===== config.mk =====
export PLATFORM = sky130hd
export DESIGN_NAME = icache_line_refill_flat
export DESIGN_NICKNAME = d
export VERILOG_FILES = /design/src/rtl/icache_line_refill_if.sv /design/src/rtl/icache_line_refill.sv /design/src/flat_wrapper.sv
export SDC_FILE = /design/constraint.sdc
export NUM_CORES = 1
export LEC_CHECK = 0
export ABC_AREA = 1
export CAP_MARGIN = 40
export CELL_PAD_IN_SITES_DETAIL_PLACEMENT = 0
export CELL_PAD_IN_SITES_GLOBAL_PLACEMENT = 2
export CORE_MARGIN = 2
export CORE_UTILIZATION = 34
export CTS_BUF_LIST = sky130_fd_sc_hd__clkbuf_8 sky130_fd_sc_hd__clkbuf_16
export CTS_CLUSTER_DIAMETER = 40
export DETAILED_ROUTE_END_ITERATION = 8
export DONT_BUFFER_PORTS = 1
export GPL_TIMING_DRIVEN = 1
export PLACE_DENSITY_LB_ADDON = 0.1
export SLEW_MARGIN = 20
export SYNTH_ARGS = -nofsm -noshare
export SYNTH_HDL_FRONTEND = slang
export SYNTH_SLANG_ARGS = --single-unit

===== constraint.sdc =====
create_clock -name CLK -period 3.06 [get_ports CLK]
set_input_delay 0.306 -clock CLK [delete_from_list [all_inputs] [get_ports CLK]]
set_output_delay 0.306 -clock CLK [all_outputs]
set_load 0.05 [all_outputs]

===== src/rtl/icache_line_refill_if.sv =====
// Refill engine bus bundle: miss handshake, next-level memory request and
// response, and the cache data array write port.
interface icache_line_refill_if #(
  parameter int unsigned ADDR_WIDTH   = 32,
  parameter int unsigned LINE_WIDTH   = 512,
  parameter int unsigned BEAT_WIDTH   = 32,
  parameter int unsigned MEMORY_DEPTH = 512
);
  localparam int unsigned IDX_W = $clog2(MEMORY_DEPTH - 1);

  logic                  MISS_VALID;
  logic [ADDR_WIDTH-1:0] MISS_ADDRESS;
  logic                  MISS_READY;
  logic                  MEM_REQ_VALID;
  logic [ADDR_WIDTH-1:0] MEM_REQ_ADDRESS;
  logic                  MEM_REQ_READY;
  logic                  MEM_RESP_VALID;
  logic [BEAT_WIDTH-1:0] MEM_RESP_DATA;
  logic [IDX_W-1:0]      WRITE_ADDRESS;
  logic [LINE_WIDTH-1:0] DATA_IN;
  logic                  WRITE_ENABLE;
  logic                  REFILL_DONE;

  // Refill engine side
  modport master (
    input  MISS_VALID, MISS_ADDRESS, MEM_REQ_READY, MEM_RESP_VALID, MEM_RESP_DATA,
    output MISS_READY, MEM_REQ_VALID, MEM_REQ_ADDRESS, WRITE_ADDRESS, DATA_IN,
           WRITE_ENABLE, REFILL_DONE
  );

  // Miss logic / memory / data array side
  modport slave (
    output MISS_VALID, MISS_ADDRESS, MEM_REQ_READY, MEM_RESP_VALID, MEM_RESP_DATA,
    input  MISS_READY, MEM_REQ_VALID, MEM_REQ_ADDRESS, WRITE_ADDRESS, DATA_IN,
           WRITE_ENABLE, REFILL_DONE
  );
endinterface


===== src/rtl/icache_line_refill.sv =====
// Instruction cache line refill engine: accepts a line miss, issues one
// line-aligned read to next-level memory, assembles the returned beats
// (beat 0 least significant) and commits the line with a one-cycle write.
module icache_line_refill #(
  parameter int unsigned ADDR_WIDTH   = 32,
  parameter int unsigned LINE_WIDTH   = 512,
  parameter int unsigned BEAT_WIDTH   = 32,
  parameter int unsigned MEMORY_DEPTH = 512
) (
  input  logic                 CLK,
  input  logic                 RST_N,
  icache_line_refill_if.master bus
);
  localparam int unsigned IDX_W = $clog2(MEMORY_DEPTH - 1);
  localparam int unsigned BEATS = LINE_WIDTH / BEAT_WIDTH;
  localparam int unsigned OFF_W = $clog2(LINE_WIDTH / 8);
  localparam int unsigned CNT_W = (BEATS > 1) ? $clog2(BEATS) : 1;

  localparam logic [ADDR_WIDTH-1:0] OFF_MASK  = ADDR_WIDTH'((64'd1 << OFF_W) - 64'd1);
  localparam logic [CNT_W-1:0]      LAST_BEAT = CNT_W'(BEATS - 1);

  typedef enum logic [1:0] {
    ST_IDLE,
    ST_REQUEST,
    ST_COLLECT,
    ST_WRITE
  } state_e;

  state_e                state_q;
  logic [CNT_W-1:0]      cnt_q;
  logic                  miss_ready_q;
  logic                  req_valid_q;
  logic [ADDR_WIDTH-1:0] req_addr_q;
  logic [IDX_W-1:0]      waddr_q;
  logic [LINE_WIDTH-1:0] line_q;
  logic                  we_q;
  logic                  done_q;

  // Refill FSM with all outputs registered; the line index is taken from the
  // latched aligned address when the last beat lands, so WRITE_ADDRESS only
  // changes at commit time and otherwise holds the previous refill's index.
  always_ff @(posedge CLK) begin
    if (!RST_N) begin
      state_q      <= ST_IDLE;
      cnt_q        <= '0;
      miss_ready_q <= 1'b1;
      req_valid_q  <= 1'b0;
      req_addr_q   <= '0;
      waddr_q      <= '0;
      line_q       <= '0;
      we_q         <= 1'b0;
      done_q       <= 1'b0;
    end else begin
      we_q   <= 1'b0;
      done_q <= 1'b0;
      unique case (state_q)
        ST_IDLE: begin
          if (bus.MISS_VALID) begin
            req_addr_q   <= bus.MISS_ADDRESS & ~OFF_MASK;
            req_valid_q  <= 1'b1;
            miss_ready_q <= 1'b0;
            state_q      <= ST_REQUEST;
          end
        end
        ST_REQUEST: begin
          if (bus.MEM_REQ_READY) begin
            req_valid_q <= 1'b0;
            cnt_q       <= '0;
            state_q     <= ST_COLLECT;
          end
        end
        ST_COLLECT: begin
          if (bus.MEM_RESP_VALID) begin
            line_q[cnt_q*BEAT_WIDTH +: BEAT_WIDTH] <= bus.MEM_RESP_DATA;
            cnt_q <= cnt_q + 1'b1;
            if (cnt_q == LAST_BEAT) begin
              waddr_q <= req_addr_q[OFF_W +: IDX_W];
              we_q    <= 1'b1;
              done_q  <= 1'b1;
              state_q <= ST_WRITE;
            end
          end
        end
        ST_WRITE: begin
          miss_ready_q <= 1'b1;
          state_q      <= ST_IDLE;
        end
        default: state_q <= ST_IDLE;
      endcase
    end
  end

  assign bus.MISS_READY      = miss_ready_q;
  assign bus.MEM_REQ_VALID   = req_valid_q;
  assign bus.MEM_REQ_ADDRESS = req_addr_q;
  assign bus.WRITE_ADDRESS   = waddr_q;
  assign bus.DATA_IN         = line_q;
  assign bus.WRITE_ENABLE    = we_q;
  assign bus.REFILL_DONE     = done_q;
endmodule


===== src/flat_wrapper.sv =====
// flat-port wrapper written by rule: the top's interface ports become plain ports
module icache_line_refill_flat 
#(
  parameter int unsigned ADDR_WIDTH   = 32,
  parameter int unsigned LINE_WIDTH   = 512,
  parameter int unsigned BEAT_WIDTH   = 32,
  parameter int unsigned MEMORY_DEPTH = 512
)
  (CLK, RST_N, bus_MISS_VALID, bus_MISS_ADDRESS, bus_MEM_REQ_READY, bus_MEM_RESP_VALID, bus_MEM_RESP_DATA, bus_MISS_READY, bus_MEM_REQ_VALID, bus_MEM_REQ_ADDRESS, bus_WRITE_ADDRESS, bus_DATA_IN, bus_WRITE_ENABLE, bus_REFILL_DONE);
  icache_line_refill_if #(.ADDR_WIDTH(ADDR_WIDTH), .LINE_WIDTH(LINE_WIDTH), .BEAT_WIDTH(BEAT_WIDTH), .MEMORY_DEPTH(MEMORY_DEPTH)) bus_i ();
  input  logic CLK;
  input  logic RST_N;
  input wire logic [$bits(bus_i.MISS_VALID)-1:0] bus_MISS_VALID;
  input wire logic [$bits(bus_i.MISS_ADDRESS)-1:0] bus_MISS_ADDRESS;
  input wire logic [$bits(bus_i.MEM_REQ_READY)-1:0] bus_MEM_REQ_READY;
  input wire logic [$bits(bus_i.MEM_RESP_VALID)-1:0] bus_MEM_RESP_VALID;
  input wire logic [$bits(bus_i.MEM_RESP_DATA)-1:0] bus_MEM_RESP_DATA;
  output wire logic [$bits(bus_i.MISS_READY)-1:0] bus_MISS_READY;
  output wire logic [$bits(bus_i.MEM_REQ_VALID)-1:0] bus_MEM_REQ_VALID;
  output wire logic [$bits(bus_i.MEM_REQ_ADDRESS)-1:0] bus_MEM_REQ_ADDRESS;
  output wire logic [$bits(bus_i.WRITE_ADDRESS)-1:0] bus_WRITE_ADDRESS;
  output wire logic [$bits(bus_i.DATA_IN)-1:0] bus_DATA_IN;
  output wire logic [$bits(bus_i.WRITE_ENABLE)-1:0] bus_WRITE_ENABLE;
  output wire logic [$bits(bus_i.REFILL_DONE)-1:0] bus_REFILL_DONE;
  assign bus_i.MISS_VALID = bus_MISS_VALID;
  assign bus_i.MISS_ADDRESS = bus_MISS_ADDRESS;
  assign bus_i.MEM_REQ_READY = bus_MEM_REQ_READY;
  assign bus_i.MEM_RESP_VALID = bus_MEM_RESP_VALID;
  assign bus_i.MEM_RESP_DATA = bus_MEM_RESP_DATA;
  assign bus_MISS_READY = bus_i.MISS_READY;
  assign bus_MEM_REQ_VALID = bus_i.MEM_REQ_VALID;
  assign bus_MEM_REQ_ADDRESS = bus_i.MEM_REQ_ADDRESS;
  assign bus_WRITE_ADDRESS = bus_i.WRITE_ADDRESS;
  assign bus_DATA_IN = bus_i.DATA_IN;
  assign bus_WRITE_ENABLE = bus_i.WRITE_ENABLE;
  assign bus_REFILL_DONE = bus_i.REFILL_DONE;
  icache_line_refill #(.ADDR_WIDTH(ADDR_WIDTH), .LINE_WIDTH(LINE_WIDTH), .BEAT_WIDTH(BEAT_WIDTH), .MEMORY_DEPTH(MEMORY_DEPTH)) u_core (.CLK(CLK), .RST_N(RST_N), .bus(bus_i));
endmodule

==> results of run 1 <==
path summary, 6_finish.rpt:
check	slack, ns	cells after the start	endpoint	start
worst max-delay path	0.12	10	u_core.bus.DATA_IN[350]$_SDFFE_PN0P_	u_core.cnt_q[1]$_SDFFE_PN0P_
worst min-delay path	0.05	4	u_core.bus.DATA_IN[485]$_SDFFE_PN0P_	bus_MEM_RESP_DATA[5]
worst max register to register	0.12	10	u_core.bus.DATA_IN[350]$_SDFFE_PN0P_	u_core.cnt_q[1]$_SDFFE_PN0P_
worst min register to register	0.66	2	u_core.cnt_q[3]$_SDFFE_PN0P_	u_core.cnt_q[3]$_SDFFE_PN0P_
tightest hold or removal path: cells and delay by family:
family	cells	cell delay, ns
AND/OR/NAND/NOR	4	0.36
sequential cells by signal, summed over array words and instances (netlist names):
register / flops
u_core.bus.DATA_IN: 512
u_core.bus.MEM_REQ_VALID: 1
u_core.bus.WRITE_ADDRESS: 9
u_core.bus.MISS_READY: 1
u_core.bus.WRITE_ENABLE: 1
u_core.bus.MEM_REQ_ADDRESS: 26
u_core.cnt_q: 4
u_core.state_q: 2
area by class of cell:
type | instances | area (um^2) | area share, %
Multi-Input combinational cell | 2696 | 11900 | 35.5
Sequential cell | 556 | 11100 | 33.2
Timing Repair Buffer | 421 | 4230 | 12.6
Clock buffer | 125 | 2970 | 8.87
Tap cell | 969 | 1210 | 3.62
Inverter | 279 | 1070 | 3.20
Clock inverter | 84 | 996 | 2.97
kinds of logic (layout without fill, tap and decap cells):
family | Yosys count | count (layout)
other | 1 | 6
AO/OA/AOI/OAI | 377 | 377
buffers and inverters | 613 | 909
flip-flops | 556 | 556
AND/OR/NAND/NOR | 2306 | 2306
adder cells (fa/ha/maj) | 7 | 7
routing by layer:
layer | wire (um) | GRT usage [%]
met1 | 48000 | 35.7
met2 | 54300 | 48.0
met3 | 10900 | 10.2
met4 | 4790 | 11.9
met5 | 19 | 0
metrics by stage:
stage / power, W / cell area (um^2) / hold WS (ns) / setup WS [ns]
after global placement: 0.0157 / 26100 / 0.448 / 0.411
final: 0.0290 / 33500 / 0.0479 / 0.118
after floorplan: 0.0131 / 25400 / 0.441 / 0.530
after global routing: 0.0301 / 33500 / 0.0427 / -0.00560
after CTS: 0.0290 / 33400 / 0.0135 / 0.0380
after detailed placement: 0.0159 / 26200 / 0.455 / 0.400
cell usage after synthesis, drive strengths merged:
cell type	n
nor2	800
nand2	789
dfxtp	556
nand3	410
inv	275
a21oi	272
nor3	243
clkbuf	220
buf	114
o21ai	73
nand4	62
o21a	22
ha	7
a31oi	6
clkinv	4
a211oi	2
or2	2
a221o	1
a311oi	1
conb	1
repair_timing:
item / CTS / global route
setup buffers: 0 / 8
hold buffers: 317 / 0
resized for setup: 0 / 12
setup endpoints to repair: 0 / 101
hold endpoints to repair: 478 / 0
where the power goes:
| group | total, W | internal (W) | leakage, nW | switching (W) |
|---|---|---|---|---|
| Clock | 0.0127 | 0.00823 | 1.94 | 0.00448 |
| Combinational | 0.00822 | 0.00169 | 7.47 | 0.00653 |
| Sequential | 0.00812 | 0.00743 | 4.48 | 0.000690 |
| Total | 0.0290 | 0.0173 | 13.9 | 0.0117 |
==> impl_metrics.py, run 1 <==
metrics = {
    "drt": {
        "dr.pass1.iters": 7,
        "vias": 26500,
        "vias_per_cell": 5.17,
        "ant_nets": 0,
        "drc": 0,
        "wl_per_cell_um": 23.0,
        "wl_mm": 118,
        "drt_iter0_markers": 1840,
    },
    "synthesis": {
        "yosys_warnings": 0,
        "synth_simple_gate_area_share_pct": 38.3,
        "synth_top_family_by_area": "simple AND/OR/NAND/NOR gates",
        "synth_seq_cells": 556,
        "synth.top_cells.by_area": "dfxtp_1 (44%), nor2_1 (12%), nand2_1 (12%)",
        "synthAdderAreaFrac_pct": 0.345,
        "muxShareOfSynthArea_pct": 0,
        "syn_inst": 3860,
        "synth-compound-area-share_pct": 7.74,
        "synth_area_um2": 25400,
        "synth_top_cell_area_share_pct": 43.9,
        "seq_area_frac_synth_pct": 43.9,
        "synth-xor-area-share_pct": 0,
        "synth_top_area_cell": "dfxtp_1",
        "syn_area_per_cell_um2": 6.57,
        "yosysUniqueCellTypes": 31,
    },
    "cts": {
        "cts_tree": "yes",
        "insertion_delay_ns": 0.68,
        "clock-sinks": 556,
        "cts.clk_slew.worst_paths_ns": 0.05,
        "htree_num_levels": 3,
        "numCtsBuffers": 110,
        "clk_path_buf_depth": 3,
        "cts-root-buf": "clkbuf_16",
    },
    "grt": {
        "grt_antenna_before_repair": 2,
        "grt_pass1_wl_mm": 171,
        "track_usage_pct": 29.6,
        "grt_pass1_vias": 25000,
        "grt_overflow": 0,
        "grt_max_degree": 270,
    },
    "final_layout": {
        "n_antenna_cell": 0,
        "fin_util_pct": 45.2,
        "mostFrequentLayoutCells": "nor2_1 (792), nand2_1 (786), dfxtp_1 (555)",
        "fillers": 7624,
        "layout_commonest_cell": "nor2_1",
        "nets": 4140,
        "syn2layout_area_growth_pct": 32.2,
        "post_route_cells_drive_above_1_share_pct": 8.24,
        "final_cells": 5130,
    },
    "power_and_ir_drop": {
        "leakagePower_nw": 13.9,
        "p_per_area_nw_per_um2": 867,
        "ir_drop_uv": 1050,
    },
    "die": {
        "io_pins": 626,
        "die_h_um": 277,
        "rows": 100,
        "core_um2": 74100,
        "initial_core_util_pct": 34.2,
        "die_w_um": 277,
        "dieArea_um2": 76800,
    },
    "critical_path": {
        "critPathCaptureType": "register",
        "path_buf_inv": 4,
        "start_kind": "register",
        "crit_arrival_ns": 3.55,
        "worstSetupPathType": "register to register",
        "crit_chain": "inv_1 -> ha_4 -> buf_12 -> nand4_1 -> inv_1 -> nand3_1 -> nand2_1 -> nand2_1 -> dlygate4sd3_1 -> nor2_1",
        "required_ns": 3.67,
        "cp_slowest_cell": "dlygate4sd3_1",
        "worstPathMaxFanout": 76,
        "critical-path-max-stage-delay_ns": 0.56,
        "critPathTopFamily": "buffers and inverters",
    },
    "outcome": {
        "status": "finished clean",
    },
    "sta": {
        "tns_ns": 0,
        "period_share_pct": 96.2,
        "fmax_mhz": 340,
        "worst_slew_pin_slew_ns": 0.937,
        "slew_viol_final": 0,
        "rsz0062_at_grt": "yes",
        "min_period_ns": 2.94,
        "hold_viol": 0,
        "relSlewSlack_pct": 37.5,
        "finClkSkew_ns": 0.0300,
        "setup_viol": 0,
    },
    "hold_path": {
        "hold_path_class": "input pin to register",
    },
    "place": {
        "place_inst": 4593,
        "gp_congestion": 0.854,
        "port_buffers": 0,
        "place_hpwl_mm": 74.0,
    },
    "flow_run": {
        "maxCapViolCount": 0,
    },
}
No activity file was read; power rests on OpenSTA's default activity.
==> run 2: changes to the inputs <==
--- a/config.mk
+++ b/config.mk
@@ -5,17 +5,19 @@
 export SDC_FILE = /design/constraint.sdc
 export NUM_CORES = 1
 export LEC_CHECK = 0
-export ABC_AREA = 1
+export ABC_AREA = 0
 export CAP_MARGIN = 40
 export CELL_PAD_IN_SITES_DETAIL_PLACEMENT = 0
 export CELL_PAD_IN_SITES_GLOBAL_PLACEMENT = 2
 export CORE_MARGIN = 2
-export CORE_UTILIZATION = 34
+export CORE_UTILIZATION = 37
 export CTS_BUF_LIST = sky130_fd_sc_hd__clkbuf_8 sky130_fd_sc_hd__clkbuf_16
 export CTS_CLUSTER_DIAMETER = 40
+export CTS_CLUSTER_SIZE = 8
 export DETAILED_ROUTE_END_ITERATION = 8
 export DONT_BUFFER_PORTS = 1
 export GPL_TIMING_DRIVEN = 1
+export HOLD_SLACK_MARGIN = 0.06
 export PLACE_DENSITY_LB_ADDON = 0.1
 export SLEW_MARGIN = 20
 export SYNTH_ARGS = -nofsm -noshare
==> run 2 against run 1 <==
  * Utilization is 5.1 points higher
  * Synthesized area decreased by 17%
  * Maximum frequency up 1.1%
  * Non-clock buffer count is 32 lower
  * Critical path depth is 1 lower
  * Wire length shrank 21%
  * Critical endpoint is now u_core.bus.DATA_IN[476]$_SDFFE_PN0P_
  * Largest cell class is now registers
  * Largest power group unchanged
==> impl_metrics.py, run 2 <==
metrics = {
    "outcome": {
        "status": "finished clean",
    },
    "drt": {
        "drt_iter0_markers": 1516,
        "ant_nets": 0,
        "vias_per_cell": 5.67,
        "vias": 18800,
        "drc": 0,
        "wl_per_cell_um": 28.1,
        "wl_mm": 93.2,
        "dr.pass1.iters": 5,
    },
    "die": {
        "die_h_um": 243,
        "die_w_um": 243,
        "rows": 87,
        "initial_core_util_pct": 37.4,
        "core_um2": 56400,
        "dieArea_um2": 59000,
        "io_pins": 626,
    },
    "synthesis": {
        "synth_seq_cells": 556,
        "synth_top_cell_area_share_pct": 52.7,
        "syn_inst": 2241,
        "synth-compound-area-share_pct": 15.4,
        "synth-xor-area-share_pct": 0.332,
        "synth_area_um2": 21100,
        "synth.top_cells.by_area": "dfxtp_1 (53%), nand2_1 (8.4%), mux2i_1 (8.2%)",
        "synth_ff_type": "dfxtp_1",
        "synth_edf_count": 0,
        "yosys_warnings": 0,
        "synthAdderAreaFrac_pct": 0.415,
        "muxShareOfSynthArea_pct": 8.20,
        "synth_simple_gate_area_share_pct": 17.5,
        "yosys-top-cells-count": "dfxtp_1 (556), nand2_1 (472), mux2i_1 (173)",
        "synth_top_family_by_area": "simple AND/OR/NAND/NOR gates",
        "syn_area_per_cell_um2": 9.42,
        "synth.most_common_cell": "dfxtp_1",
        "seq_area_frac_synth_pct": 52.7,
        "synth_top_area_cell": "dfxtp_1",
        "yosysUniqueCellTypes": 52,
        "synth_async_sr_flop_share_pct": 0,
    },
    "power_and_ir_drop": {
        "leakagePower_nw": 10.1,
        "ir_drop_uv": 459,
        "p_per_area_nw_per_um2": 713,
    },
    "critical_path": {
        "reg2reg_depth": 9,
        "worstSetupPathType": "register to register",
        "required_ns": 3.63,
        "worstPathMaxFanout": 16,
        "start_kind": "register",
        "r2r_start": "u_core.cnt_q[0]$_SDFFE_PN0P_",
        "critPathCaptureType": "register",
        "r2r-end": "u_core.bus.DATA_IN[476]$_SDFFE_PN0P_",
        "crit_arrival_ns": 3.48,
        "rrSetupSlack_ns": 0.15,
    },
    "grt": {
        "grt_antenna_before_repair": 9,
        "grt_pass1_wl_mm": 135,
        "grt_pass1_vias": 18800,
        "grt_max_degree": 275,
        "grt_overflow": 0,
        "track_usage_pct": 30.6,
    },
    "sta": {
        "slew_viol_final": 0,
        "relSlewSlack_pct": 40.2,
        "min_period_ns": 2.91,
        "setup_viol": 0,
        "hold_ws_ns": 0.0920,
        "rsz0062_at_grt": "no",
        "hold_viol": 0,
        "finalWorstSetupSlack_ns": 0.148,
        "fmax_mhz": 343,
        "tns_ns": 0,
        "worst_slew_pin_slew_ns": 0.895,
        "finClkSkew_ns": 0.0164,
        "period_share_pct": 95.1,
    },
    "cts": {
        "insertion_delay_ns": 0.64,
        "clk_path_buf_depth": 3,
        "numCtsBuffers": 98,
        "cts_tree": "yes",
        "htree_num_levels": 3,
        "cts-root-buf": "clkbuf_16",
        "cts.clk_slew.worst_paths_ns": 0.04,
        "clock-sinks": 556,
    },
    "final_layout": {
        "mostFrequentLayoutCells": "dfxtp_1 (556), nand2_1 (471), dlygate4sd3_1 (302)",
        "largest_reg_flops": 512,
        "nets": 2564,
        "layout_commonest_cell": "dfxtp_1",
        "syn2layout_area_growth_pct": 34.4,
        "post_route_cells_drive_above_1_share_pct": 11.6,
        "fin_area_um2": 28400,
    },
    "place": {
        "port_buffers": 0,
        "pre_cts_ws_ns": 0.207,
        "place_hpwl_mm": 56.2,
        "gp_congestion": 0.833,
        "placed_area_um2": 21800,
    },
    "flow_run": {
        "maxCapViolCount": 0,
    },
    "hold_path": {
        "min_to": "u_core.cnt_q[3]$_SDFFE_PN0P_",
        "holdCritStartpoint": "bus_MEM_REQ_READY",
        "worstHoldPathCells": 3,
        "hold_path_class": "input pin to register",
    },
}
run 2: cell types whose count changed in the layout (fill, tap and decap cells not counted), moves of 233 or more:
cell	previous run	this run
a21oi_1	272	30
inv_1	274	23
nand2_1	786	471
nand3_1	407	73
nor2_1	792	21
nor3_1	240	7
run 2: critical path: stages (launching register included):
cell	delay [ns]
dfxtp_1	0.30
inv_1	0.19
ha_1	0.34
buf_4	0.19
xor2_2	0.22
and2_2	0.32
and3_4	0.30
buf_12	0.22
mux2i_1	0.19
dlygate4sd3_1	0.56
run 2: stage by stage:
stage                     power (W)  util (%)  instances
after floorplan             0.00902         -       2246
after global placement      0.00942      38.5       2816
after detailed placement    0.00948      38.6       2820
after CTS                    0.0203      49.7       3288
after global routing         0.0209      50.3       3311
final                        0.0202      50.3       3312
run 2: cell type report:
type	instances	area, um^2
Clock buffer	114	2680
Clock inverter	50	512
Sequential cell	556	11100
Multi-Input combinational cell	1433	9030
Tap cell	756	946
Antenna cell	4	10.0
Fill cell	5358	28000
Inverter	10	37.5
Timing Repair Buffer	389	4010
run 2: metal layers:
layer,GRT usage [%],share of wire (%),wire length [um]
met5,0,0.0086,8
met1,38.1,41,38100
met2,48.9,46,43200
met3,10.4,9.5,8840
met4,11.2,3.3,3070
run 2: worst max path at each step:
stage,from,end,slack [ns]
floorplan,u_core.cnt_q[0]$_SDFFE_PN0P_,u_core.bus.DATA_IN[197]$_SDFFE_PN0P_,0.34
global placement,u_core.cnt_q[0]$_SDFFE_PN0P_,u_core.bus.DATA_IN[446]$_SDFFE_PN0P_,0.23
detailed placement,u_core.cnt_q[0]$_SDFFE_PN0P_,u_core.bus.DATA_IN[48]$_SDFFE_PN0P_,0.21
CTS,u_core.cnt_q[0]$_SDFFE_PN0P_,u_core.bus.DATA_IN[477]$_SDFFE_PN0P_,0.02
global route,u_core.cnt_q[0]$_SDFFE_PN0P_,u_core.bus.DATA_IN[477]$_SDFFE_PN0P_,0.008
finish,u_core.cnt_q[0]$_SDFFE_PN0P_,u_core.bus.DATA_IN[476]$_SDFFE_PN0P_,0.15
run 2: cell families after synthesis:
group | Yosys count
AOI/OAI and AO/OA | 449
xor gates and xnor gates | 5
adders and majority gates | 7
buffers and inverters | 257
DFF | 556
muxes | 173
other | 1
and+or+nand+nor | 793
run 2: timing repair:
item,4_1_cts,5_1_grt
resized for setup,0,8
endpoints found under the hold margin,546,0
hold buffers,304,0
setup endpoints to repair,0,11
setup buffers,0,1
run 2: power breakdown:
| part | switching, W | internal (W) |
|---|---|---|
| Sequential | 0.000427 | 0.00737 |
| Clock | 0.00376 | 0.00679 |
| Combinational | 0.00135 | 0.000541 |
==> run 3: changes to the inputs <==
--- a/config.mk
+++ b/config.mk
@@ -11,7 +11,7 @@
 export CELL_PAD_IN_SITES_GLOBAL_PLACEMENT = 2
 export CORE_MARGIN = 2
 export CORE_UTILIZATION = 37
-export CTS_BUF_LIST = sky130_fd_sc_hd__clkbuf_8 sky130_fd_sc_hd__clkbuf_16
+export CTS_BUF_LIST = sky130_fd_sc_hd__clkbuf_4 sky130_fd_sc_hd__clkbuf_8 sky130_fd_sc_hd__clkbuf_16
 export CTS_CLUSTER_DIAMETER = 40
 export CTS_CLUSTER_SIZE = 8
 export DETAILED_ROUTE_END_ITERATION = 8
==> run 3 against run 2 <==
  * Count of clock-buffer cells in the layout rose by 14
  * Setup slack improved by 0.013 ns
  * Worst hold slack got worse by 0.00072 ns
  * Power rose by 0.89%
  * Final cell count unchanged
  * Maximum frequency rose by 0.46%
  * Wire length hardly changed
  * Critical endpoint unchanged
  * Non-clock buffer count stayed put
  * Combinational power hardly changed
  * Largest cell class unchanged
  * Critical path type unchanged
  * Via count is 0.58% lower
  * Register-to-register slack about the same
==> impl_metrics.py, run 3 (synthesis results as in run 2) <==
metrics = {
    "cts": {
        "insertion_delay_ns": 0.65,
        "cts-root-buf": "clkbuf_16",
        "clock-sinks": 556,
        "clk_path_buf_depth": 3,
        "numCtsBuffers": 98,
        "cts_tree": "yes",
        "htree_num_levels": 3,
        "cts.clk_slew.worst_paths_ns": 0.05,
    },
    "grt": {
        "grt_overflow": 0,
        "grt_antenna_before_repair": 10,
        "grt_pass1_wl_mm": 134,
        "track_usage_pct": 30.5,
        "grt_pass1_vias": 18800,
        "grt_max_degree": 275,
    },
    "die": {
        "initial_core_util_pct": 37.4,
        "rows": 87,
        "dieArea_um2": 59000,
        "io_pins": 626,
        "die_w_um": 243,
        "die_h_um": 243,
        "core_um2": 56400,
    },
    "drt": {
        "ant_nets": 0,
        "drt_iter0_markers": 1432,
        "vias_per_cell": 5.64,
        "wl_per_cell_um": 28.1,
        "dr.pass1.iters": 8,
        "vias": 18700,
        "wl_mm": 93.1,
        "drc": 0,
    },
    "critical_path": {
        "crit_chain": "inv_1 -> ha_1 -> buf_4 -> xor2_2 -> and2_2 -> and3_4 -> buf_12 -> mux2i_1 -> dlygate4sd3_1",
        "cp_slowest_cell": "dlygate4sd3_1",
        "worstPathMaxFanout": 16,
        "crit_arrival_ns": 3.47,
        "critical-path-max-stage-delay_ns": 0.56,
        "required_ns": 3.63,
        "start_kind": "register",
        "critPathCaptureType": "register",
        "worstSetupPathType": "register to register",
    },
    "final_layout": {
        "post_route_cells_drive_above_1_share_pct": 12.1,
        "syn2layout_area_growth_pct": 34.6,
        "nets": 2564,
        "largest_reg_flops": 512,
        "mostFrequentLayoutCells": "dfxtp_1 (556), nand2_1 (471), dlygate4sd3_1 (302)",
        "fillers": 5350,
        "layout_commonest_cell": "dfxtp_1",
    },
    "sta": {
        "relSlewSlack_pct": 39.6,
        "rsz0062_at_grt": "no",
        "worst_slew_pin_slew_ns": 0.904,
        "finClkSkew_ns": 0.0178,
        "hold_viol": 0,
        "setup_viol": 0,
        "tns_ns": 0,
        "min_period_ns": 2.90,
        "fmax_mhz": 345,
        "period_share_pct": 94.7,
        "slew_viol_final": 0,
        "hold_ws_ns": 0.0913,
    },
    "outcome": {
        "status": "finished clean",
    },
    "hold_path": {
        "hold_path_class": "input pin to register",
    },
    "place": {
        "place_hpwl_mm": 56.2,
        "port_buffers": 0,
        "gp_congestion": 0.833,
    },
    "power_and_ir_drop": {
        "p_per_area_nw_per_um2": 718,
        "leakagePower_nw": 10.1,
        "total_power_w": 0.0204,
        "ir_drop_uv": 458,
    },
    "flow_run": {
        "maxCapViolCount": 0,
    },
}
[run 3: cell types whose count changed in the layout (fill, tap and decap cells not counted), sizes merged]
cell / delta
clkbuf: +14
inv: -14
[run 3: where the power goes]
group	internal, W	switching, W
registers	0.00737	0.000427
clock network	0.00696	0.00377
logic	0.000540	0.00135
total	0.0149	0.00555
[run 3: cell type report]
| cell class | count | area (um^2) | share of cell area [%] |
|---|---|---|---|
| clock inverter | 36 | 459 | 1.62 |
| clock buffer | 128 | 2790 | 9.82 |
| tap | 756 | 946 | 3.33 |
| antenna | 4 | 10.0 | 0.0352 |
| multi-input combinational | 1433 | 9030 | 31.8 |
| inverter | 10 | 37.5 | 0.132 |
| timing repair buffer | 389 | 4010 | 14.1 |
| sequential | 556 | 11100 | 39.2 |
[run 3: routing by layer]
metal	up-vias	share of wire (%)	global-route usage, %
li1	8434	-	-
met1	9343	41	38.3
met5	-	0.045	0
met2	755	46	48.9
met4	6	3.3	11.0
met3	137	9.3	10.0
[run 3: per-stage QoR]
stage	utilization [%]	worst slack [ns]	instances	area (um^2)
after CTS	49.8	0.0220	3288	28100
final	50.4	0.162	3312	28400
after floorplan	-	0.342	2246	21100
after global placement	38.5	0.234	2816	21700
after global routing	50.4	0.0138	3310	28400
after detailed placement	38.6	0.207	2820	21800
[run 3: final timing paths]
kind / from / end / slack (ns) / depth (start not counted)
worst max-delay path: u_core.cnt_q[0]$_SDFFE_PN0P_ / u_core.bus.DATA_IN[476]$_SDFFE_PN0P_ / 0.16 / 9
worst min-delay path: bus_MEM_RESP_DATA[7] / u_core.bus.DATA_IN[263]$_SDFFE_PN0P_ / 0.09 / 3
worst min register to register: u_core.state_q[0]$_SDFFE_PN0P_ / u_core.state_q[0]$_SDFFE_PN0P_ / 0.54 / 2
worst max register to register: u_core.cnt_q[0]$_SDFFE_PN0P_ / u_core.bus.DATA_IN[476]$_SDFFE_PN0P_ / 0.16 / 9
[run 3: repair_timing]
| item | in CTS | in global routing |
|---|---|---|
| setup buffers | 0 | 1 |
| setup endpoints to repair | 0 | 11 |
| endpoints found under the hold margin | 546 | 0 |
| hold buffers | 304 | 0 |
| gates resized for setup | 0 | 8 |
[run 3: critical path: cells and delay by family, from the launching register on]
family / cells / cell delay [ns]
simple gates: 2 / 0.62
flops: 1 / 0.30
buf+inv: 4 / 1.15
xor+xnor: 1 / 0.22
fa+ha+maj: 1 / 0.34
mux: 1 / 0.19
